**config.mk**
```make
export PLATFORM = sky130hd
export DESIGN_NAME = sync_fifo_reader
export DESIGN_NICKNAME = d
export VERILOG_FILES = /design/src/rtl/sync_fifo_reader.sv
export SDC_FILE = /design/constraint.sdc
export NUM_CORES = 1
export LEC_CHECK = 0
export ABC_AREA = 0
export CAP_MARGIN = 20
export CORE_UTILIZATION = 50
export CTS_CLUSTER_SIZE = 28
export DETAILED_ROUTE_END_ITERATION = 8
export PLACE_DENSITY = 0.84
export SLEW_MARGIN = 0
export SYNTH_ARGS = -nofsm -noshare
export SYNTH_HDL_FRONTEND = slang
export SYNTH_SLANG_ARGS = --single-unit
```
**constraint.sdc**
```tcl
create_clock -name clk -period 5.3 [get_ports clk]
set_clock_uncertainty 0.05 [all_clocks]
set_input_delay 1.06 -clock clk [delete_from_list [all_inputs] [get_ports clk]]
set_output_delay 1.06 -clock clk [all_outputs]
set_load 0.01 [all_outputs]
```
**src/rtl/sync_fifo_reader.sv**
```systemverilog
// Read-side adapter for a registered-output synchronous FIFO: issues reads ahead
// of demand and re-presents the words as a bubble-free valid/ready stream.
module sync_fifo_reader #(
  parameter int DATA_WIDTH = 8,
  parameter int SKID_DEPTH = 3,
  parameter int CNT_WIDTH  = 16
) (
  input  logic                  clk,
  input  logic                  rst_n,
  input  logic                  fifo_empty,
  input  logic [DATA_WIDTH-1:0] fifo_data_out,
  output logic                  fifo_rd_en,
  input  logic                  flush,
  output logic                  m_valid,
  input  logic                  m_ready,
  output logic [DATA_WIDTH-1:0] m_data,
  output logic [CNT_WIDTH-1:0]  out_cnt
);

  localparam int PW = (SKID_DEPTH > 1) ? $clog2(SKID_DEPTH) : 1;
  localparam int CW = $clog2(SKID_DEPTH + 1);
  localparam logic [PW-1:0] LAST_PTR = PW'(SKID_DEPTH - 1);
  localparam logic [CW-1:0] DEPTH_V  = CW'(SKID_DEPTH);

  logic [DATA_WIDTH-1:0] buf_q [SKID_DEPTH];
  logic [DATA_WIDTH-1:0] buf_d [SKID_DEPTH];
  logic [PW-1:0]         wr_ptr_q, wr_ptr_d;
  logic [PW-1:0]         rd_ptr_q, rd_ptr_d;
  logic [CW-1:0]         buf_cnt_q, buf_cnt_d;
  logic                  infl_q, infl_d;
  logic                  drop_q, drop_d;
  logic [CNT_WIDTH-1:0]  out_cnt_q, out_cnt_d;

  logic                  rd_issue;
  logic                  wr_en;
  logic                  xfer;
  logic [CW:0]           occ;

  function automatic logic [PW-1:0] ptr_inc(input logic [PW-1:0] p);
    return (p == LAST_PTR) ? '0 : p + 1'b1;
  endfunction

  // Stream handshake: a word moves on every rising edge where m_valid && m_ready;
  // m_valid never depends on m_ready, and m_data/m_valid hold while stalled.
  always_comb begin
    occ      = {1'b0, buf_cnt_q} + {{CW{1'b0}}, infl_q};
    // Occupancy counts the word still in flight, so the buffer can never overflow.
    rd_issue = rst_n && !fifo_empty && !flush && (occ < {1'b0, DEPTH_V});
    wr_en    = infl_q && !drop_q && !flush;
    xfer     = (buf_cnt_q != '0) && m_ready;

    buf_d     = buf_q;
    wr_ptr_d  = wr_ptr_q;
    rd_ptr_d  = rd_ptr_q;
    buf_cnt_d = buf_cnt_q;
    out_cnt_d = out_cnt_q;
    infl_d    = rd_issue;
    drop_d    = flush && infl_q;

    if (xfer) out_cnt_d = out_cnt_q + 1'b1;

    if (flush) begin
      wr_ptr_d  = '0;
      rd_ptr_d  = '0;
      buf_cnt_d = '0;
    end else begin
      if (wr_en) begin
        buf_d[wr_ptr_q] = fifo_data_out;
        wr_ptr_d        = ptr_inc(wr_ptr_q);
      end
      if (xfer) rd_ptr_d = ptr_inc(rd_ptr_q);
      case ({wr_en, xfer})
        2'b10:   buf_cnt_d = buf_cnt_q + 1'b1;
        2'b01:   buf_cnt_d = buf_cnt_q - 1'b1;
        default: buf_cnt_d = buf_cnt_q;
      endcase
    end
  end

  always_ff @(posedge clk or negedge rst_n) begin
    if (!rst_n) begin
      for (int i = 0; i < SKID_DEPTH; i++) buf_q[i] <= '0;
      wr_ptr_q  <= '0;
      rd_ptr_q  <= '0;
      buf_cnt_q <= '0;
      infl_q    <= 1'b0;
      drop_q    <= 1'b0;
      out_cnt_q <= '0;
    end else begin
      for (int i = 0; i < SKID_DEPTH; i++) buf_q[i] <= buf_d[i];
      wr_ptr_q  <= wr_ptr_d;
      rd_ptr_q  <= rd_ptr_d;
      buf_cnt_q <= buf_cnt_d;
      infl_q    <= infl_d;
      drop_q    <= drop_d;
      out_cnt_q <= out_cnt_d;
    end
  end

  assign fifo_rd_en = rd_issue;
  assign m_valid    = (buf_cnt_q != '0);
  assign m_data     = buf_q[rd_ptr_q];
  assign out_cnt    = out_cnt_q;

endmodule

```
**Yosys cells after proc, flatten, opt, wreduce, memory -nomap -nowiden**

Index checks and enable logic that the tools add are counted.

- Register bits: 48
- Input port bits: 13
- Output and inout bits: 26
- Logic and storage cells: 56

- Add/subtract/negate cells: 6
- Order comparisons: 4
- Eq/ne operators: 4
- Mux-type cells: 14
- Bitwise gates (word level): 3
- Reductions and logical operators: 16

Operators by type and width:

| operator | count |
|---|---|
| 24-bit bitwise mux | 1 |
| 8-bit two-way mux | 3 |
| 16-bit by 1-bit adder with 16-bit output, second input constant | 1 |
| 8-bit binary-select mux with 2-bit select | 1 |
| 8-bit demux with 2-bit select | 1 |
| 2-bit two-way mux | 7 |
| 1-bit logical AND | 8 |
| 2-bit by 1-bit adder with 2-bit output, second input constant | 3 |
| 2-bit equality test, second input constant | 3 |
| 3-bit greater-or-equal comparator, second input constant | 2 |
| 2-bit inverter with 3-bit output | 2 |
| 2-bit nonzero test | 3 |
| 2-bit one-hot mux with 2 select lines | 1 |
| 2-bit by 1-bit adder with 3-bit output | 1 |
| 1-bit zero test | 3 |
| 3-bit by 1-bit < comparator with 1-bit output, second input constant | 1 |
| 3-bit by 2-bit < comparator with 1-bit output, second input constant | 1 |
| 3-bit nonzero test | 1 |
| 2-bit by 1-bit equality test with 1-bit output, second input constant | 1 |
| 2-bit AND reduction | 1 |
| 2-bit by 1-bit subtractor with 2-bit output, second input constant | 1 |
| 1-bit inverter | 1 |

**Logic depth before layout (Yosys ltp)**

- Depth in word-level cells: 6
- Depth in mapped cells: 5
- Depth with buffers taken out: 5

**Worst setup path after synthesis**

Ideal clock, no wire load.

- Kind: input to output
- Start point: in flush
- End point: out fifo_rd_en
- Arrival: 2.124 ns
- Data required time: 4.190 ns
- Setup slack: 2.066 ns
- Cell stages on the path: 3
- Buffers on the path: 1
- Cells stage by stage: clkbuf_1 > or4b_2 > a21oi_1

- Cells in the longest elaborated chain, start to end: 3

RTL lines:

| element | line | source |
|---|---|---|
| from (decl) | 13 | `input logic flush,` |
| 1-bit zero test | 48 | `rd_issue = rst_n && !fifo_empty && !flush && (occ < {1'b0, DEPTH_V});` |
| 1-bit logical AND (2 in a row) | 48 |  |
| to (decl) | 12 | `output logic fifo_rd_en,` |

No other way between the ends.

**Worst setup path in the final report**

Ends and elaborated chain as after synthesis.

==> impl_metrics.json <==
{
  "die_w_um": 68.0,
  "outcome": "finished clean",
  "holdCritStartpoint": "out_cnt[13]",
  "synth_area_um2": 2170,
  "ys.flop_type": "dfrtp_1",
  "r2r_slack_ns": 3.40,
  "crit_arrival_ns": 3.05,
  "rsz0062_at_grt": "no",
  "seq_area_um2": 1200,
  "yosys.area.top_type": "dfrtp_1",
  "setup_ws_ns": 1.14,
  "grt_pass1_wl_mm": 6.33,
  "antenna_found_initial": 0,
  "syn_area_per_cell_um2": 11.8,
  "grt_max_degree": 49,
  "drt_iter0_drc": 78,
  "cts_buffers": 5,
  "fin_setup_tns_ns": 0,
  "clockRootBuffer": "clkbuf_8",
  "fin_total_pwr_mw": 0.856,
  "finalCritPeriodShare": 0.785,
  "fin_area_um2": 2670,
  "cpMostUsedCell": "clkdlybuf4s50_1",
  "syn-num-nets": 200,
  "synthTopCellsByArea": "dfrtp_1 (55%), mux2_2 (12%), xnor2_1 (4.4%), mux2i_1 (3.7%), nand2_1 (3.5%)",
  "post_cts_buffers": 0,
  "critPathMaxStageDelay_ns": 0.71,
  "hold_viol_final": 0,
  "fp.dieArea_um2": 4620,
  "n_antenna_cell": 0,
  "htreeDepth": 2,
  "cts_tree": "built",
  "instances_no_fill": 274,
  "yosys_register_bits": 48,
  "synthDistinctLibCells": 31,
  "crit_type": "in -> out",
  "synth.most_common_cell": "dfrtp_1",
  "die_y_um": 68.0,
  "endpoint_kind": "output pin",
  "rr_worst_depth": 4,
  "drc": 0,
  "fmax_mhz": 240,
  "worst_pin_slew_ns": 0.791,
  "dr.pass1.iters": 6,
  "fillers": 325,
  "whs_endpoint": "out_cnt[13]",
  "ys_warn_count": 0,
  "path_cells": "clkdlybuf4s50_1 > or4b_2 > a21oi_1 > clkdlybuf4s50_1",
  "maxSlewViolCount": 0,
  "slowest_stage": "or4b_2",
  "drtAntennaViolNets": 0,
  "utilization": 0.653,
  "p_leak_nw": 1.21,
  "power_density_nw_per_um2": 321,
  "port_buffers": 38,
  "routedWlPerCell_um": 13.7,
  "hold_depth": 1,
  "post_cts_resized": 0,
  "start_util": 0.532,
  "timing.rr.start": "buf_cnt_q[0]",
  "synth_top_area_share": 0.552,
  "min_period_ns": 4.16,
  "drt-total-wl_mm": 3.75,
  "synth_enable_flop_cells": 0,
  "clock_latency_ns": 0.29,
  "async_flop_share": 1.00,
  "ys_seq_area_frac": 0.552,
  "dp.cells": 267,
  "finalSetupViolations": 0,
  "maxCapViolCount": 0,
  "clkSinkCount": 48,
  "holdWs_ns": 0.442,
  "dr_total_vias": 1469,
  "viasPerCell": 5.36,
  "worst_setup_path_start_kind": "input port",
  "fin_nets": 240,
  "pre_cts_slack_ns": 1.12,
  "ctsHoldBuffers": 0,
  "core.rowCount": 23,
  "r2r_end": "out_cnt[15]",
  "cts_buffer_depth": 2,
  "syn_to_final_growth_pct": 22.7,
  "dpl_cell_area_um2": 2590,
  "first_global_vias": 1374,
  "drive_gt1_frac": 0.165,
  "synth_cells": 184,
  "grt_overflow": 0,
  "path_max_fanout": 9,
  "vdd_drop_max_mv": 0.178,
  "path_clk_slew_ns": 0.08,
  "crit_required_ns": 4.19,
  "dp_hpwl_mm": 2.72,
  "core_area_um2": 4090,
  "relSlewSlack": 0.469,
  "gp_congestion": 0.782,
  "synthTopCellsByCount": "dfrtp_1 (48), mux2_2 (24), nand2_1 (20)",
  "multiInputGateArea_um2": 936,
  "min_path_type": "reg -> reg",
  "ios": 39,
  "track_usage": 0.188
}
-- sequential cells by signal, indices dropped and copies added (netlist names) --
signal and count:
buf_q 24, out_cnt 16, buf_cnt_q 2, wr_ptr_q 2, rd_ptr_q 2, drop_q 1, infl_q 1
-- how the worst max path moves through the flow --
stage	start	endpoint	slack (ns)	cells after the start
after floorplan	flush	fifo_rd_en	2.07	3
after global placement	flush	fifo_rd_en	1.18	4
after detailed placement	flush	fifo_rd_en	1.12	4
after CTS	flush	fifo_rd_en	1.11	4
after global routing	flush	fifo_rd_en	1.06	4
final	flush	fifo_rd_en	1.14	4
-- worst max-delay path: cells and delay by family --
family / cells / cell delay [ns]
buffers and inverters: 2 / 1.11
and+or+nand+nor: 1 / 0.71
AOI/OAI and AO/OA: 1 / 0.18
-- final cells by class --
class | instances | area share
well taps | 50 | 0.0235
multi-input cells | 128 | 0.351
inverters | 2 | 0.00281
repair buffers | 39 | 0.144
clock inverters | 1 | 0.00188
clock buffers | 6 | 0.0272
flip-flops and latches | 48 | 0.450
-- layout by cell type (no fill, tap or decap), types with 2 or more instances in the layout --
cell and count:
a21oi_1 6, nor2b_1 3, clkdlybuf4s50_1 37, o21ai_0 9, xor2_1 6, and2_1 2
mux2_2 24, nand2_1 20, or2_2 2, xnor2_1 11, mux2i_1 8, dfrtp_1 48
inv_1 2, nand3_1 6, nor2_1 12, nand4_1 2, ha_1 3, clkbuf_8 5
nor3_1 3
-- per-layer routing --
layer / global-route usage / part of all wire / up-vias
li1: - / - / 710
met1: 0.242 / 0.45 / 734
met2: 0.313 / 0.53 / 22
met3: 0.0400 / 0.022 / 3
met4: 0.0625 / 0.0051 / 0
met5: 0 / 0 / -
-- report_power, final --
group / internal, mW / switching, mW / total [mW]
logic: 0.124 / 0.0796 / 0.204
clock network: 0.0898 / 0.109 / 0.198
registers: 0.413 / 0.0406 / 0.454
-- logic make-up (layout without fill, tap and decap cells) --
family | after synthesis | after routing | synth area share
compound gates | 17 | 17 | 0.0408
xor+xnor | 17 | 17 | 0.0685
fa+ha+maj | 3 | 3 | 0.0173
buf+inv | 8 | 48 | 0.0173
flops | 48 | 48 | 0.552
mux | 32 | 32 | 0.161
simple gates | 59 | 59 | 0.143
Note: power is estimated with default switching activity, not from simulation.
